===== config.mk =====
export PLATFORM = sky130hd
export DESIGN_NAME = xf100_ifu_fetch_ctrl
export DESIGN_NICKNAME = d
export VERILOG_FILES = /design/src/rtl/xf100_ifu_fetch_ctrl.sv
export SDC_FILE = /design/constraint.sdc
export NUM_CORES = 1
export LEC_CHECK = 0
export CORE_MARGIN = 2
export CORE_UTILIZATION = 47
export CTS_CLUSTER_SIZE = 14
export DETAILED_ROUTE_END_ITERATION = 8
export PLACE_DENSITY = 0.84
export SLEW_MARGIN = 20
export SYNTH_ARGS = -nofsm -noshare
export SYNTH_HDL_FRONTEND = slang
export SYNTH_SLANG_ARGS = --single-unit

===== constraint.sdc =====
create_clock -name clk -period 2.7 [get_ports clk]
set_input_delay 0.54 -clock clk [delete_from_list [all_inputs] [get_ports clk]]
set_output_delay 0.54 -clock clk [all_outputs]
set_load 0.005 [all_outputs]

===== src/rtl/xf100_ifu_fetch_ctrl.sv =====
// rtl/xf100_ifu_fetch_ctrl.sv - xf100 IFU fetch sequencer: single-outstanding ITCM fetch with one-entry output buffer
// Owns the fetch PC, drops stale responses across redirects, and halts on a fetch bus error.
module xf100_ifu_fetch_ctrl #(
  parameter int                 PC_SIZE    = 32,
  parameter int                 INSTR_SIZE = 32,
  parameter logic [PC_SIZE-1:0] RESET_PC   = 32'h8000_0000
) (
  input  logic                  clk,
  input  logic                  rst_n,
  input  logic                  ifu_i_redirect,
  input  logic [PC_SIZE-1:0]    ifu_i_redirect_pc,
  output logic                  itcm_o_req,
  output logic [PC_SIZE-1:0]    itcm_o_addr,
  input  logic                  itcm_i_gnt,
  input  logic                  itcm_i_rsp_valid,
  input  logic [INSTR_SIZE-1:0] itcm_i_rsp_rdata,
  input  logic                  itcm_i_rsp_err,
  output logic                  ifu_o_valid,
  output logic [INSTR_SIZE-1:0] ifu_o_instr,
  output logic [PC_SIZE-1:0]    ifu_o_pc,
  output logic                  ifu_o_err,
  input  logic                  ifu_i_ready
);

  typedef enum logic [1:0] {
    S_REQ  = 2'd0,
    S_WAIT = 2'd1,
    S_HALT = 2'd2
  } state_e;

  localparam logic [PC_SIZE-1:0] PC_STEP    = PC_SIZE'(4);
  localparam logic [PC_SIZE-1:0] ALIGN_MASK = ~PC_SIZE'(3);

  state_e                state_q, state_d;
  logic [PC_SIZE-1:0]    pc_q, pc_d;
  logic [PC_SIZE-1:0]    req_pc_q, req_pc_d;
  logic                  drop_q, drop_d;
  logic                  buf_vld_q, buf_vld_d;
  logic [INSTR_SIZE-1:0] buf_instr_q, buf_instr_d;
  logic [PC_SIZE-1:0]    buf_pc_q, buf_pc_d;
  logic                  buf_err_q, buf_err_d;
  logic                  pop;

  // Only request when the buffer is guaranteed free by the time the response lands.
  assign itcm_o_req  = (state_q == S_REQ) && !ifu_i_redirect && (!buf_vld_q || ifu_i_ready);
  assign itcm_o_addr = pc_q;
  assign ifu_o_valid = buf_vld_q && !ifu_i_redirect;
  assign ifu_o_instr = buf_instr_q;
  assign ifu_o_pc    = buf_pc_q;
  assign ifu_o_err   = buf_err_q;
  assign pop         = ifu_o_valid && ifu_i_ready;

  always_comb begin
    state_d     = state_q;
    pc_d        = pc_q;
    req_pc_d    = req_pc_q;
    drop_d      = drop_q;
    buf_vld_d   = buf_vld_q && !pop;
    buf_instr_d = buf_instr_q;
    buf_pc_d    = buf_pc_q;
    buf_err_d   = buf_err_q;

    if (ifu_i_redirect) begin
      pc_d      = ifu_i_redirect_pc & ALIGN_MASK;
      buf_vld_d = 1'b0;
      if (state_q == S_WAIT && !itcm_i_rsp_valid) begin
        drop_d  = 1'b1;
        state_d = S_WAIT;
      end else begin
        drop_d  = 1'b0;
        state_d = S_REQ;
      end
    end else begin
      unique case (state_q)
        S_REQ: begin
          if (itcm_o_req && itcm_i_gnt) begin
            req_pc_d = pc_q;
            pc_d     = pc_q + PC_STEP;
            state_d  = S_WAIT;
          end
        end
        S_WAIT: begin
          if (itcm_i_rsp_valid) begin
            if (drop_q) begin
              drop_d  = 1'b0;
              state_d = S_REQ;
            end else begin
              buf_vld_d   = 1'b1;
              buf_instr_d = itcm_i_rsp_rdata;
              buf_pc_d    = req_pc_q;
              buf_err_d   = itcm_i_rsp_err;
              state_d     = itcm_i_rsp_err ? S_HALT : S_REQ;
            end
          end
        end
        default: state_d = S_HALT;
      endcase
    end
  end

  always_ff @(posedge clk or negedge rst_n) begin
    if (!rst_n) begin
      state_q     <= S_REQ;
      pc_q        <= RESET_PC;
      req_pc_q    <= '0;
      drop_q      <= 1'b0;
      buf_vld_q   <= 1'b0;
      buf_instr_q <= '0;
      buf_pc_q    <= '0;
      buf_err_q   <= 1'b0;
    end else begin
      state_q     <= state_d;
      pc_q        <= pc_d;
      req_pc_q    <= req_pc_d;
      drop_q      <= drop_d;
      buf_vld_q   <= buf_vld_d;
      buf_instr_q <= buf_instr_d;
      buf_pc_q    <= buf_pc_d;
      buf_err_q   <= buf_err_d;
    end
  end

endmodule


=== After elaboration in Yosys (flattened, before gate mapping) ===
Index checks and enable logic that the tools add are counted.

* Register bits after elaboration: 133

* Add/subtract/negate cells: 1
* Reductions and logical operators: 22
* Multiplexer cells: 18
* Eq/ne operators: 3
* Bitwise gates (word level): 2

{| class="wikitable"
|+ Operators by type and width
! cell !! count
|-
| $mux 32 || 3
|-
| $add 32x3->32 const B || 1
|-
| $mux 2 || 5
|-
| $mux 1 || 9
|-
| $reduce_bool 2->1 || 4
|-
| $logic_and 1x1->1 || 7
|-
| $reduce_and 2->1 || 3
|-
| $logic_not 1->1 || 4
|-
| $pmux 2 s2 || 1
|-
| $reduce_and 4->1 || 1
|-
| $ne 3x2->1 const B || 1
|-
| $ne 3x3->1 const B || 1
|-
| $reduce_and 3->1 || 1
|-
| $eq 2x1->1 const B || 1
|-
| $logic_not 2->1 || 1
|-
| $not 1->1 || 2
|-
| $logic_or 1x1->1 || 1
|}

=== Logic depth before layout (Yosys ltp) ===
* Depth in word-level cells: 9
* Depth in mapped cells: 7

=== Least setup slack after synthesis ===
No wires, ideal clock.

* Path type: input to register
* Start: in ifu_i_redirect
* End: reg pc_q[21] (netlist: itcm_o_addr[21])
* Buffers on the path: 2
* Stages on the path: 6
* Setup slack: 583 ps
* Arrival: 1992 ps
* Cells stage by stage: buf_6 nor4b_4 nand2_1 buf_2 nor4_1 mux2_2

* Cells in the longest elaborated chain, start to end: 6
* Elaborated cells on any way between the ends: 8

{| class="wikitable"
|+ RTL lines
! item !! RTL line !! RTL
|-
| start, declared || 10 || <nowiki>input logic ifu_i_redirect,</nowiki>
|-
| $logic_not 1->1 || 45 || <nowiki>assign itcm_o_req = (state_q == S_REQ) && !ifu_i_redirect && (!buf_vld_q || ifu_i_ready);</nowiki>
|-
| $logic_and 1x1->1 (2 in series) || 45 ||
|-
| $logic_and 1x1->1 || 76 || <nowiki>if (itcm_o_req && itcm_i_gnt) begin</nowiki>
|-
| $reduce_bool 2->1 (no line) || -- ||
|-
| $reduce_and 2->1 (no line) || -- ||
|-
| end signal, assigned || 113 || <nowiki>pc_q <= pc_d;</nowiki>
|-
| end, declared || 35 || <nowiki>logic [PC_SIZE-1:0] pc_q, pc_d;</nowiki>
|}

Several ways; a longest one is shown, not always the timed one.
A chain may end at the register's enable or synchronous reset.

=== Worst setup path in the final report ===
* Start: in ifu_i_redirect
* End: out itcm_o_req

* Cells in the longest elaborated chain, start to end: 3

{| class="wikitable"
|+ RTL lines
! item !! RTL line !! RTL
|-
| $logic_not 1->1 || 45 ||
|-
| $logic_and 1x1->1 (2 in series) || 45 ||
|-
| end, declared || 12 || <nowiki>output logic itcm_o_req,</nowiki>
|}

Every way passes these cells.

==> reports/results.ini <==
[pwr]
p_switching_mw=1.84
pwr-share-clk=0.302
leakage_nw=3.57
internal-power_mw=5.34
p_per_area_nw_per_um2=884
switching_share=0.256
sequentialPowerShare=0.411
pwr-share-comb=0.288
vdd.ir_drop.worst_uv=458
totalPowerFinal_mw=7.17

[drt]
routed_via_density=5.69
drtIter0Drc=359
final_antenna_net_count=0
wl_met2_um=7250
met3_length_um=1250
drc=0
wl_met1_um=5960
dr.pass1.iters=6
routed.top_layer=met4
wire_per_inst_um=17.4
wl_um=14800
vias=4839

[critical_path]
cp-start-kind=input pin
cp_num_buf_inv=2
cp.arrival_ns=2.02
cp_slowest_stage_delay_ns=0.57
path_cells=clkdlybuf4s50_1 > nor2_1 > and3_1 > clkdlybuf4s50_1
end_kind=output pin
ff2ff_setup_slack_ns=0.38
cpMostUsedCell=clkdlybuf4s50_1
crit_required_ns=2.16
crit_path_top_delay_cell=clkdlybuf4s50_1
cpLargestDelayFamily=buffers and inverters
crit_fanout=7
crit_type=input pin to output pin

[clock_network]
h-tree-depth=4
root_buffer=clkbuf_16
postCtsHoldBufs=0
cts-buffers-inserted=17
cts.clk_slew.worst_paths_ns=0.05
post_cts_buffers=0
cts_tree=done
worstSkewPairLatency_ns=0.40
cts.sinks=127
cts_buffer_depth=2
cts_resized=0

[floorplanning]
die_y_um=114
start_util=0.477
dieArea_sq_um=13000
core-area_sq_um=11900
die_w_um=114
fp-row-count=40
ios=170

[status]
run_status=complete, no violations

[placed_design]
place_congestion=0.846
hpwl_um=10500
portBuffers=163
preCtsSetupSlack_ns=0.0223
postPlaceCellArea_sq_um=7560

[global_route]
antenna_found_initial=0
grt_max_degree=58
grt_usage=0.236
grt_pass1_vias=4884
grt_pass1_wl_um=24200
grt-ovfl-total=0

[cells_and_area]
multi_input_area_sq_um=2320
drive_gt1_frac=0.181
fin_area_sq_um=8120
nFillCells=922
nNetsFinal=764
area.growth.synth_to_final_pct=42.9
antennaDiodeCount=0
seqCellArea_sq_um=3180

[yosys]
synth.avg_cell_area_sq_um=10.9
netlist_area_sq_um=5680
synthCells=520
synth_warnings=0
netlist-cell-type-count=53
synth-seq-cells=127
synth_edf_count=0
synth_area_leaders=dfrtp_1 (56%), mux2_2 (13%), nand2_1 (7.4%), nand3_1 (2.0%), o21ai_0 (1.8%)
synth_top_area_share=0.555
async_reset_ff_frac=1.00
post-synth-top-area-cell=dfrtp_1
yosysSeqAreaShare=0.560
ys.flop_type=dfrtp_1

[timing]
slew_headroom=0.632
slew_violations=0
finalClockSkew_ns=0.00683
timing.final.crit_period_ns=2.56
rsz0062_at_grt=false
final.setup.tns_ns=0
worst_hold_slack_ns=0.0825
finalCritPeriodShare=0.948
hold_violations=0
fmax_mhz=391
worst_slew_pin_slew_ns=0.552
post-route-worst-setup-slack_ns=0.141
setup_viol=0

[hold_path]
min_path_type=input pin to asynchronous set/reset pin

[flow_run]
drv_cap=0

==> through the flow <==
stage / std cells / util
after floorplan: 523 / -
after global placement: 820 / 0.635
after detailed placement: 820 / 0.635
after CTS: 850 / 0.681
after global routing: 850 / 0.681
final: 850 / 0.681
==> synth_stat cells (all sizes together) (3+ instances only) <==
cell type	instances
or4	7
nand3	24
and2	3
buf	13
o21ai	20
and4	5
a21o	3
mux2	65
nor3	9
o211ai	5
a22oi	4
nand4	15
dfrtp	126
a21oi	5
inv	10
and3	7
o311ai	7
nor2	9
a221o	7
or3	4
nand2	113
nor4	11
clkbuf	23
==> worst paths after layout <==
check,startpoint,to,cells after the start
worst min register to register,req_pc_q[20],req_pc_q[20],2
min in group clk,req_pc_q[20],req_pc_q[20],2
worst max-delay path,ifu_i_redirect,itcm_o_req,4
worst min-delay path,rst_n,ifu_o_pc[24],1
worst max register to register,itcm_o_addr[2],itcm_o_addr[21],4
max in group asynchronous,rst_n,itcm_o_addr[31],2
==> kinds of logic (layout without fill, tap and decap cells) <==
logic type | count (synthesis) | after routing | share of synthesized area
flip-flops | 127 | 127 | 0.560
AND/OR/NAND/NOR | 216 | 216 | 0.191
adder cells (fa/ha/maj) | 1 | 1 | 0.00220
buffers and inverters | 46 | 226 | 0.0364
XOR/XNOR | 2 | 2 | 0.00308
AO/OA/AOI/OAI | 62 | 62 | 0.0778
multiplexers | 65 | 65 | 0.129
other | 1 | 4 | 0.000660
==> final cells by class <==
type	count	share of cell area
clock buffers	23	0.0577
clock inverters	7	0.0108
inverters	10	0.00462
multi-input cells	350	0.285
flip-flops and latches	127	0.392
well taps	147	0.0227
repair buffers	186	0.227
==> worst reg2reg max path, stage by stage (launching register included) <==
cell	delay (ns)
dfrtp_1	0.47
nand3_2	0.19
or4_1	0.68
nor4_1	0.48
mux2_2	0.38
==> placed cells by master, fill, tap and decap left out, types with 5 or more instances in the layout <==
cell / instances
and3_1: 7
nand2_1: 110
mux2_2: 65
nor3_1: 8
nand4_1: 15
o21ai_0: 20
o211ai_1: 5
dfrtp_1: 126
clkbuf_16: 17
nor4_1: 10
inv_1: 10
or4_1: 7
clkdlybuf4s50_1: 162
o311ai_0: 7
buf_4: 20
a21oi_1: 5
nand3_1: 23
and4_1: 5
a221o_1: 7
nor2_1: 8
==> per-layer routing <==
metal,track usage,vias to the layer above
met1,0.304,2375
met4,0.0805,0
met5,0,-
li1,-,2202
met3,0.0717,30
met2,0.382,232
==> registers in the layout, indices dropped and copies added (netlist names) <==
register     cells
ifu_o_err        1
drop_q           1
itcm_o_addr     30
state_q          2
buf_vld_q        1
req_pc_q        30
ifu_o_pc        30
ifu_o_instr     32
==> power groups by stage <==
stage          sequential, mW  clock [mW]  combinational (mW)
2_1_floorplan            2.93           0               0.711
3_3_place_gp             2.93           0                2.03
3_5_place_dp             2.98           0                2.08
4_1_cts                  2.95        2.19                2.10
5_1_grt                  3.03        2.29                2.24
6_report                 2.94        2.16                2.07
Note: power is estimated with default switching activity, not from simulation.
==> variant (same flow settings) <==
The parameter `INSTR_SIZE` goes from 32 to 64.
--- a/src/rtl/xf100_ifu_fetch_ctrl.sv
+++ b/src/rtl/xf100_ifu_fetch_ctrl.sv
@@ -3,5 +3,5 @@
 module xf100_ifu_fetch_ctrl #(
   parameter int                 PC_SIZE    = 32,
-  parameter int                 INSTR_SIZE = 32,
+  parameter int                 INSTR_SIZE = 64,
   parameter logic [PC_SIZE-1:0] RESET_PC   = 32'h8000_0000
 ) (
Interface: changed (resized ifu_o_instr and itcm_i_rsp_rdata); port bits go from 170 to 234. The function was not compared with the original's and may differ.
==> variant against the original RTL <==
- sequential cell count is 32 higher
- sequential share of layout area increased by 0.65 points
- cell count grew 20%
- synthesized area up 21%
- worst hold slack improved by 0.0048 ns
- critical path depth is the same
- cell area increased by 23%
- worst setup slack gained 0.067 ns
- via count increased by 16%
- combinational power is 41% higher
- total power is 25% higher
- wire length grew 26%
- first-iteration DRC count up 34%
- clock power up 6%
==> variant: results (changes against the original RTL) <==
status=finished clean (unchanged); met3 wire length=1363 um (was 1254 um); Synth area leaders=dfrtp_1, mux2_2, nand2_1 (unchanged); top routing layer used=met5 (was met4); gpl congestion=0.8995 (was 0.8459); complex-gate fraction of the synthesized area=6.438% (was 7.777%); Port Buf Inserts=227 (was 163); WP data arrival=1.95 ns (was 2.02 ns); crit-path max FO=3 (was 7); Final HPWL DP=13,610 um (was 10,500 um); DRT met1 WL=7483 um (was 5958 um); Layout Skew=0.01173 ns (was 0.006833 ns); Synth Instances=588 (was 520); post-synthesis mux area share=15.92% (was 12.89%); wirelength, routed=18,700 um (was 14,790 um); nets=926 (was 764); fin worst setup slack=0.2077 ns (was 0.1412 ns); Detail Route met2 WL=9469 um (was 7250 um); commonest cells in the netlist=dfrtp_1, nand2_1, mux2_2, nand3_1, o21ai_0 (was dfrtp_1, nand2_1, mux2_2, nand3_1, clkbuf_1); met1 Track Usage GR=31.05% (was 30.45%); First DRT Iteration DRCs=480 (was 359); layout cells sized above 1=19.90% (was 18.07%); first-pass GRT wire length=30,450 um (was 24,160 um); wire per inst=18.37 um (was 17.40 um); adder-cell area share of the yosys netlist=0.1824% (was 0.2203%); post-synthesis xor/xnor area fraction=0.2553% (was 0.3084%); Place WS=0.03521 ns (was 0.02232 ns); GRT met3 Usage=6.186% (was 7.173%); Post-DP Area=9424 um^2 (was 7561 um^2); r2r setup slk=0.52 ns (was 0.38 ns)
variant: cell count changes after synthesis, sizes merged:
cell and change:
dfrtp +32, buf +10, clkbuf -6, mux2 +32
variant: how the worst max path moves through the flow:
stage	from	to	cells after the start
after detailed placement	ifu_i_redirect	itcm_o_req	5
final	ifu_i_ready	itcm_o_req	4
after global routing	ifu_i_ready	itcm_o_req	4
after CTS	ifu_i_redirect	itcm_o_req	5
after floorplan	ifu_i_redirect	itcm_o_addr[21]$_DFFE_PN0P_	6
after global placement	ifu_i_redirect	itcm_o_req	5
variant: final cells by class:
cell class	count	area (um^2)
Fill cell	1016	4374
Sequential cell	159	3980
Multi-Input combinational cell	382	2678
Timing Repair Buffer	252	2501
Clock buffer	21	480.5
Tap cell	184	230.2
Clock inverter	10	87.58
Inverter	10	37.54
variant: power by group:
part	switching, W	leakage, nW	total [W]	internal, W
Combinational	0.000919	2.13	0.00292	0.00200
Clock	0.000930	0.280	0.00228	0.00135
Sequential	0.000535	1.97	0.00379	0.00325
